### config.mk
export PLATFORM = sky130hd
export DESIGN_NAME = sr_cmd_sequencer
export DESIGN_NICKNAME = d
export VERILOG_FILES = /design/src/rtl/sr_pkg.sv /design/src/rtl/sr_debounce.sv /design/src/rtl/sr_cmd_sequencer.sv
export SDC_FILE = /design/constraint.sdc
export NUM_CORES = 1
export LEC_CHECK = 0
export ABC_AREA = 1
export CAP_MARGIN = 25
export CORE_MARGIN = 2
export CORE_UTILIZATION = 45
export CTS_BUF_LIST = sky130_fd_sc_hd__clkbuf_8
export CTS_CLUSTER_DIAMETER = 150
export CTS_CLUSTER_SIZE = 24
export DETAILED_ROUTE_END_ITERATION = 6
export PLACE_DENSITY = 0.71
export SLEW_MARGIN = 20
export SYNTH_ARGS = -nofsm -noshare
export SYNTH_HDL_FRONTEND = slang
export SYNTH_SLANG_ARGS = --single-unit
### constraint.sdc
create_clock -name clk -period 1.21 [get_ports clk]
set_input_delay 0.242 -clock clk [delete_from_list [all_inputs] [get_ports clk]]
set_output_delay 0.242 -clock clk [all_outputs]
set_load 0.02 [all_outputs]
### src/rtl/sr_pkg.sv
// Shared types for the SR command path: FSM state encoding, {s,r} command codes
// and the priority pick used when both requests are pending.
package sr_pkg;

  typedef enum logic [1:0] {
    IDLE  = 2'd0,
    PULSE = 2'd1,
    GAP   = 2'd2
  } sr_state_e;

  localparam logic [1:0] SR_CMD_NOP     = 2'b00;
  localparam logic [1:0] SR_CMD_RST     = 2'b01;
  localparam logic [1:0] SR_CMD_SET     = 2'b10;
  localparam logic [1:0] SR_CMD_ILLEGAL = 2'b11;

  // Never returns SR_CMD_ILLEGAL: the loser of a conflict is simply not issued.
  function automatic logic [1:0] sr_pick(input logic set_p, input logic clr_p,
                                         input logic prio_set);
    if (set_p && (prio_set || !clr_p)) return SR_CMD_SET;
    if (clr_p)                         return SR_CMD_RST;
    return SR_CMD_NOP;
  endfunction

endpackage

### src/rtl/sr_debounce.sv
// Two-flop synchroniser plus debounce filter for one raw request line; rise is high
// in the cycle the filtered level is about to go 0->1.
module sr_debounce #(
  parameter int DB_CYCLES = 4
) (
  input  logic clk,
  input  logic rst,
  input  logic raw,
  output logic rise
);

  localparam int CW = (DB_CYCLES > 1) ? $clog2(DB_CYCLES) : 1;

  logic [1:0]    sync;
  logic          level;
  logic [CW-1:0] cnt;
  logic          differ;
  logic          done;

  assign differ = (sync[1] != level);
  assign done   = differ && (cnt == CW'(DB_CYCLES - 1));
  assign rise   = done && sync[1];

  always_ff @(posedge clk or posedge rst) begin
    if (rst) begin
      sync  <= '0;
      level <= 1'b0;
      cnt   <= '0;
    end else begin
      // NOTE: non-blocking so each stage captures the value from before this edge.
      sync <= {sync[0], raw};
      if (!differ) begin
        cnt <= '0;
      end else if (done) begin
        cnt   <= '0;
        level <= sync[1];
      end else begin
        cnt <= cnt + 1'b1;
      end
    end
  end

endmodule

### src/rtl/sr_cmd_sequencer.sv
// Turns debounced set/clear request edges into single-cycle s/r pulses with a forced idle gap.
// Optional SR_CONFLICT_LOG_EN builds a saturating 8-bit conflict counter.
module sr_cmd_sequencer #(
  parameter int DB_CYCLES  = 4,
  parameter int GAP_CYCLES = 2,
  parameter bit PRIO_SET   = 1'b1
) (
  input  logic       clk,
  input  logic       rst,
  input  logic       set_req,
  input  logic       clr_req,
  output logic       s,
  output logic       r,
  output logic       busy,
  output logic       conflict,
  output logic [7:0] conflict_cnt
);

  import sr_pkg::*;

  localparam int GW = (GAP_CYCLES > 1) ? $clog2(GAP_CYCLES) : 1;

  sr_state_e     state;
  logic          set_rise, clr_rise;
  logic          set_pend, clr_pend;
  logic [GW-1:0] gap_cnt;
  logic [1:0]    cmd;
  logic          hit;

  sr_debounce #(.DB_CYCLES(DB_CYCLES)) u_db_set (
    .clk (clk),
    .rst (rst),
    .raw (set_req),
    .rise(set_rise)
  );

  sr_debounce #(.DB_CYCLES(DB_CYCLES)) u_db_clr (
    .clk (clk),
    .rst (rst),
    .raw (clr_req),
    .rise(clr_rise)
  );

  assign cmd = sr_pick(set_pend, clr_pend, PRIO_SET);
  assign hit = (state == IDLE) && set_pend && clr_pend;

  always_ff @(posedge clk or posedge rst) begin
    if (rst) begin
      state    <= IDLE;
      s        <= 1'b0;
      r        <= 1'b0;
      busy     <= 1'b0;
      conflict <= 1'b0;
      set_pend <= 1'b0;
      clr_pend <= 1'b0;
      gap_cnt  <= '0;
    end else begin
      s        <= 1'b0;
      r        <= 1'b0;
      conflict <= 1'b0;
      case (state)
        IDLE: begin
          if (cmd != SR_CMD_NOP) begin
            {s, r}   <= cmd;
            conflict <= hit;
            busy     <= 1'b1;
            state    <= PULSE;
          end
        end
        PULSE: begin
          if (GAP_CYCLES > 0) begin
            gap_cnt <= GW'(GAP_CYCLES - 1);
            state   <= GAP;
          end else begin
            busy  <= 1'b0;
            state <= IDLE;
          end
        end
        GAP: begin
          if (gap_cnt == '0) begin
            busy  <= 1'b0;
            state <= IDLE;
          end else begin
            gap_cnt <= gap_cnt - 1'b1;
          end
        end
        default: begin
          busy  <= 1'b0;
          state <= IDLE;
        end
      endcase

      // IDLE serves or drops whatever is pending; a fresh edge in the same cycle still latches.
      if (state == IDLE) begin
        set_pend <= 1'b0;
        clr_pend <= 1'b0;
      end
      if (set_rise) set_pend <= 1'b1;
      if (clr_rise) clr_pend <= 1'b1;
    end
  end

`ifdef SR_CONFLICT_LOG_EN
  always_ff @(posedge clk or posedge rst) begin
    if (rst) begin
      conflict_cnt <= 8'h00;
    end else if (hit && (conflict_cnt != 8'hFF)) begin
      conflict_cnt <= conflict_cnt + 8'h01;
    end
  end
`else
  assign conflict_cnt = 8'h00;
`endif

endmodule
==> results.yml <==
run_status:
  status: "completed"
cts:
  numCtsBuffers: 3
  cts_max_path_buffers: 2
  clk_pin_slew_ns: 0.07
  postCtsSetupRepairBufs: 0
  ctsHoldBuffers: 0
  clock-sinks: 19
  clk_latency_ns: 0.25
  cts.htree.levels: 1
  cts_root_buf: "clkbuf_8"
  cts_tree: "yes"
critical_path:
  worstSetupStartpointType: "flop"
  path_cells: "dlygate4sd2_1"
  crit_path_max_fanout: 1
  cpPeakStageDelay_ns: 0.36
  crit_type: "reg2out"
  r2r-start: "state[1]"
  critPathLaunch: "conflict"
  worstPathArrival_ns: 0.92
  r2r_slack_ns: 0.13
  crit_cells: 1
  crit_slowest_cell: "dfrtp_1"
  crit_path_end: "conflict"
  path_buf_inv: 1
  ff2ff_path_depth: 5
  rr_endpoint: "state[1]"
  endpoint_kind: "output port"
  worst-endpoint-required_ns: 0.97
  cpLargestDelayFamily: "flip-flops"
synthesis:
  synth_edf_count: 0
  syn_area_sq_um: 847
  yosys-top-cells-count: "19 x dfrtp_1, 11 x inv_1, 10 x nand2_1, 8 x buf_4, 7 x ha_1"
  synth_most_common_cell: "dfrtp_1"
  synthFlopType: "dfrtp_1"
  synth_area_leaders: "dfrtp_1 56%, ha_1 10%, buf_4 7.1%"
  synth-seq-cells: 19
  ys_async_sr_fraction_pct: 100
  ys_types: 17
  syn_inst: 79
  yosys_warnings: 0
  syn_area_per_cell_sq_um: 10.7
  synth_top_area_cell: "dfrtp_1"
  synth_top_area_share_pct: 56.1
  ys_seq_area_share_pct: 56.1
power:
  p_leak_nw: 0.515
  swShare_pct: 35.7
  power.density_nw_per_um2: 2180
  seqPwrFrac_pct: 42.7
  pwr-share-comb_pct: 37.3
  intPower_mw: 1.38
  power_switching_uw: 765
  power.clock.fraction_pct: 20.0
  vdd_drop_max_v: 0.00101
route:
  drcViolationCount: 0
  vias: 507
  ant_nets: 0
  dr.pass1.iters: 4
  viasPerCell: 4.33
  wl_per_cell_um: 9.29
  drtIter0Drc: 7
  wirelength_um: 1090
timing:
  grt_setup_unrepaired: "false"
  period_share_pct: 96.1
  finalSetupViolCount: 0
  fin_crit_ns: 1.16
  final_hold_viol_count: 0
  report.final.slew_viol_count: 0
  max_clock_freq_ghz: 0.860
  clock_skew_ns: 0.00354
  finalSetupTns_ns: 0
floorplan:
  die_area_sq_um: 2250
  die_h_um: 47.4
  die_w_um: 47.4
  num_io_pins: 16
  initial_core_util_pct: 48.5
  row_count: 15
  coreArea_sq_um: 1750
run:
  drv_cap: 0
grt:
  antenna_found_initial: 0
  grt_pass1_wl_um: 1900
  grt_max_degree: 20
  grt_pass1_vias: 452
  grtUsageTotal_pct: 12.5
  gr-total-overflow: 0
hold_path:
  hp-class: "in2async"
cells_and_area:
  antenna_cells: 0
  nNetsFinal: 104
  syn_to_final_growth_pct: 15.8
  layout-drive-gt1-share_pct: 14.1
  final_area_sq_um: 981
  fillers: 161
placement:
  place_hpwl_um: 828
  port_buffers: 7
  dpl_cell_area_sq_um: 937
  globalplace.congestion: 0.694
worst min path at each step:
stage                          start  cells after the start  slack [ns]                to
finish                           rst                      3        0.30  u_db_set.sync[0]
global route                     rst                      3        0.34  u_db_set.sync[0]
CTS                              rst                      3        0.30  u_db_set.sync[0]
detailed placement  u_db_clr.sync[0]                      0        0.34  u_db_clr.sync[1]
global placement    u_db_set.sync[0]                      0        0.33  u_db_set.sync[1]
floorplan                        rst                      1        0.19              busy
power groups by stage:
| stage | Clock, mW | Combinational [mW] | Sequential, mW |
|---|---|---|---|
| 4_1_cts | 0.447 | 0.806 | 0.917 |
| 3_5_place_dp | 0 | 0.819 | 0.930 |
| 2_1_floorplan | 0 | 0.591 | 0.946 |
| 5_1_grt | 0.471 | 0.942 | 0.937 |
| 6_report | 0.429 | 0.800 | 0.914 |
| 3_3_place_gp | 0 | 0.792 | 0.916 |
worst register-to-register path, stage by stage, from the launching register on:
cell and delay, ns:
dfrtp_1 0.40, inv_1 0.12, ha_1 0.21, nand2_2 0.11, nand3_1 0.08, nand2_1 0.05
state kept, by name (all words and copies together) (netlist names), 2 cells and up:
name / flops
u_db_clr.cnt: 2
u_db_clr.sync: 2
state: 2
u_db_set.sync: 2
u_db_set.cnt: 2
cell families after synthesis:
kind of cell / share of synthesized area, %
xor+xnor: 2.07
other cells: 0.443
fa+ha+maj: 10.3
simple gates: 16.0
buf+inv: 12.0
compound gates: 3.10
flops: 56.1
per-stage QoR:
step                hold slack (ns)  power [mW]  util, %  std cells  setup WS, ns
floorplan                     0.193        1.54        -         86         0.128
global placement              0.332        1.71     53.7        113        0.0534
detailed placement            0.341        1.75     53.7        113        0.0447
CTS                           0.302        2.17     56.1        117        0.0138
global route                  0.338        2.35     56.2        117       0.00565
finish                        0.298        2.14     56.2        117        0.0478
layout make-up:
type                            instances  area (sq um)  share of cell area, %
Clock buffer                            3          41.3                   4.21
Inverter                               11          41.3                   4.21
Clock inverter                          1          5.00                  0.510
Multi-Input combinational cell         48           297                   30.2
Timing Repair Buffer                   10          90.1                   9.18
Tap cell                               25          31.3                   3.19
Sequential cell                        19           475                   48.5
repair_timing:
item,4_1_cts,5_1_grt
resized for setup,4,2
endpoints found under the setup margin,4,2
endpoints found under the hold margin,0,0
per-layer routing:
layer	GRT usage, %	vias up	routed length, um
met5	0	-	0
met4	8.33	0	14
met3	2.31	2	53
met2	17.3	16	509
met1	17.8	238	510
li1	-	251	-
layout by cell type (no fill, tap or decap), drive strengths merged, types with 3 or more instances in the layout:
cell / netlist / routed
conb: 1 / 8
o21ai: 3 / 3
buf: 8 / 3
nor2: 6 / 6
nand2: 13 / 13
inv: 11 / 11
nand3: 4 / 4
clkdlybuf4s50: 0 / 3
ha: 7 / 7
clkbuf: 0 / 3
dfrtp: 19 / 19
(Power assumes the default switching activity.)
==> variant (same flow settings) <==
`DB_CYCLES` is set to 4 in 2 places; all go to 8.
--- a/src/rtl/sr_debounce.sv
+++ b/src/rtl/sr_debounce.sv
@@ -2,5 +2,5 @@
 // in the cycle the filtered level is about to go 0->1.
 module sr_debounce #(
-  parameter int DB_CYCLES = 4
+  parameter int DB_CYCLES = 8
 ) (
   input  logic clk,
--- a/src/rtl/sr_cmd_sequencer.sv
+++ b/src/rtl/sr_cmd_sequencer.sv
@@ -2,5 +2,5 @@
 // Optional SR_CONFLICT_LOG_EN builds a saturating 8-bit conflict counter.
 module sr_cmd_sequencer #(
-  parameter int DB_CYCLES  = 4,
+  parameter int DB_CYCLES  = 8,
   parameter int GAP_CYCLES = 2,
   parameter bit PRIO_SET   = 1'b1
Check against the original RTL: not equivalent (Yosys sat finds a counterexample within 10 cycles, from zero or initial values and one cycle with rst high).
==> variant against the unedited design <==
  * Worst setup slack got worse by 0.012 ns
  * Core utilization shrank 1.7 points
  * Cell area increased by 7.9%
  * Non-clock buffer count stayed put
  * Area after synthesis up 8.1%
  * Wire length rose by 8.2%
  * Power shrank 0.82%
  * Largest power group unchanged
  * Sequential cell count rose by 2
==> variant: results (changes against the unedited design) <==
** Placed design
- The number of placed cells counting well taps is 123 (+8.8%).
- Worst slack at placement :: 0.0358 ns (-0.00888 ns)
- The final estimated routing congestion in global placement came to 0.729 (+5.1%).
- The sum of net half-perimeters after detailed placement was 927 um (+12%).
- The standard cell area after detailed placement came to 1010 um2 (+7.6%).

** Critical path
- Worst Path Max Fanout :: 2 (+1)
- Source of the critical timing path :: busy
- The startpoint identified for the worst register-to-register timing path is u_db_set.cnt[0].
- Slowest Stage Delay on Critical Path :: 0.39 ns (+0.03 ns)

** Synthesis
- Yosys attributes the largest share of cell area to sky130_fd_sc_hd__dfrtp_1 57%, sky130_fd_sc_hd__ha_1 12%, sky130_fd_sc_hd__buf_4 6.6%, sky130_fd_sc_hd__inv_1 5.3%, sky130_fd_sc_hd__nand2_1 4.9%.
- The xor-xnor portion of the synthesized cell area came to 0.0191 (-0.00155).
- The mean post-synth cell area came to 10.5 um2 (-1.8%).
- The sequential area share after synthesis was 0.574 (+0.0125).
- Adder-cell share of the synthesized area :: 0.123 (+0.0196)
- After synthesis, the most frequently instantiated cells are 21 x sky130_fd_sc_hd__dfrtp_1, 13 x sky130_fd_sc_hd__inv_1, 12 x sky130_fd_sc_hd__nand2_1.
- Share of the synthesized area in compound gates (AO/OA/AOI/OAI) :: 0.0287 (-0.00233)
- Distinct cell type count of the synthesized netlist :: 15 (-2)

** Drt
- Routed wirelength normalized by instance count :: 9.26 um (-0.33%)
- Detail-routed via count per cell :: 4.28 (-1.3%)
- Vias after detailed routing :: 543 (+7.1%)
- Starting DRC count in detailed routing :: 6 (-1)
- The first-pass iteration count of the detailed router was 3 (-1).

** Global route
- Largest net degree at the start of global routing :: 22 (+10%)
- The number of global-route vias before repair came to 525 (+16%).
- The global-route usage over all layers was 0.123 (-0.00221).
- The wire length of the first global-routing pass came to 2170 um (+14%).

** Pwr
- The cell leakage power was 0.547 nW (+6.2%).
- Power density normalized to cell area :: 2010 nW/um2 (-8.1%)

** Status
- Result of the run :: finished clean

** Clock tree
- The number of H-tree levels was 1 (unchanged).

** Final layout
- The share of cells above drive strength 1 was 0.100 (-0.0413).
- The layout filler cell count was 186 (+16%).
- The number of nets in the layout came to 114 (+9.6%).
## variant: changes by cell type after synthesis, moves of 2 or more
cell	change
sky130_fd_sc_hd__nand2_1	+2
sky130_fd_sc_hd__nor3_1	+5
sky130_fd_sc_hd__dfrtp_1	+2
sky130_fd_sc_hd__inv_1	+2
sky130_fd_sc_hd__nor3_2	-2
sky130_fd_sc_hd__ha_1	+2
## variant: cell type report
class                      instances  area [um2]  share of cell area
tap                               27        33.8              0.0319
clock inverter                     1        5.00             0.00473
multi-input combinational         52         313               0.296
clock buffer                       3        41.3              0.0390
sequential                        21         526               0.496
inverter                          13        48.8              0.0461
timing repair buffer              10        91.3              0.0863
## variant: timing repair
item	4_1_cts	5_1_grt
endpoints found under the setup margin	4	6
gates resized for setup	5	4
buffers inserted	0	0
## variant: power breakdown
group          switching (mW)  leakage, nW  internal [mW]
clock network           0.206       0.0255          0.229
logic                   0.416        0.252          0.309
registers              0.0910        0.270          0.875
## variant: kinds of logic (layout without fill, tap and decap cells)
group | count (synthesis) | after routing
other | 1 | 8
xor gates and xnor gates | 2 | 2
adders and majority gates | 9 | 9
and+or+nand+nor | 28 | 28
buffers and inverters | 21 | 27
AOI/OAI and AO/OA | 5 | 5
DFF | 21 | 21
## variant: worst paths after layout
check | end | slack [ns] | cells after the start
min | u_db_clr.cnt[2] | 0.31 | 3
max reg2reg | u_db_set.cnt[2] | 0.05 | 4
max in group asynchronous | u_db_clr.cnt[1] | 0.69 | 3
min in group clk | u_db_clr.sync[1] | 0.35 | 0
max | busy | 0.04 | 1
min reg2reg | u_db_clr.sync[1] | 0.35 | 0
## variant: metal layers
metal	track usage	vias to the layer above	part of all wire
met4	0.0714	0	0.021
met1	0.139	247	0.41
li1	-	279	-
met2	0.189	13	0.51
met3	0.0583	4	0.060
met5	0	-	0
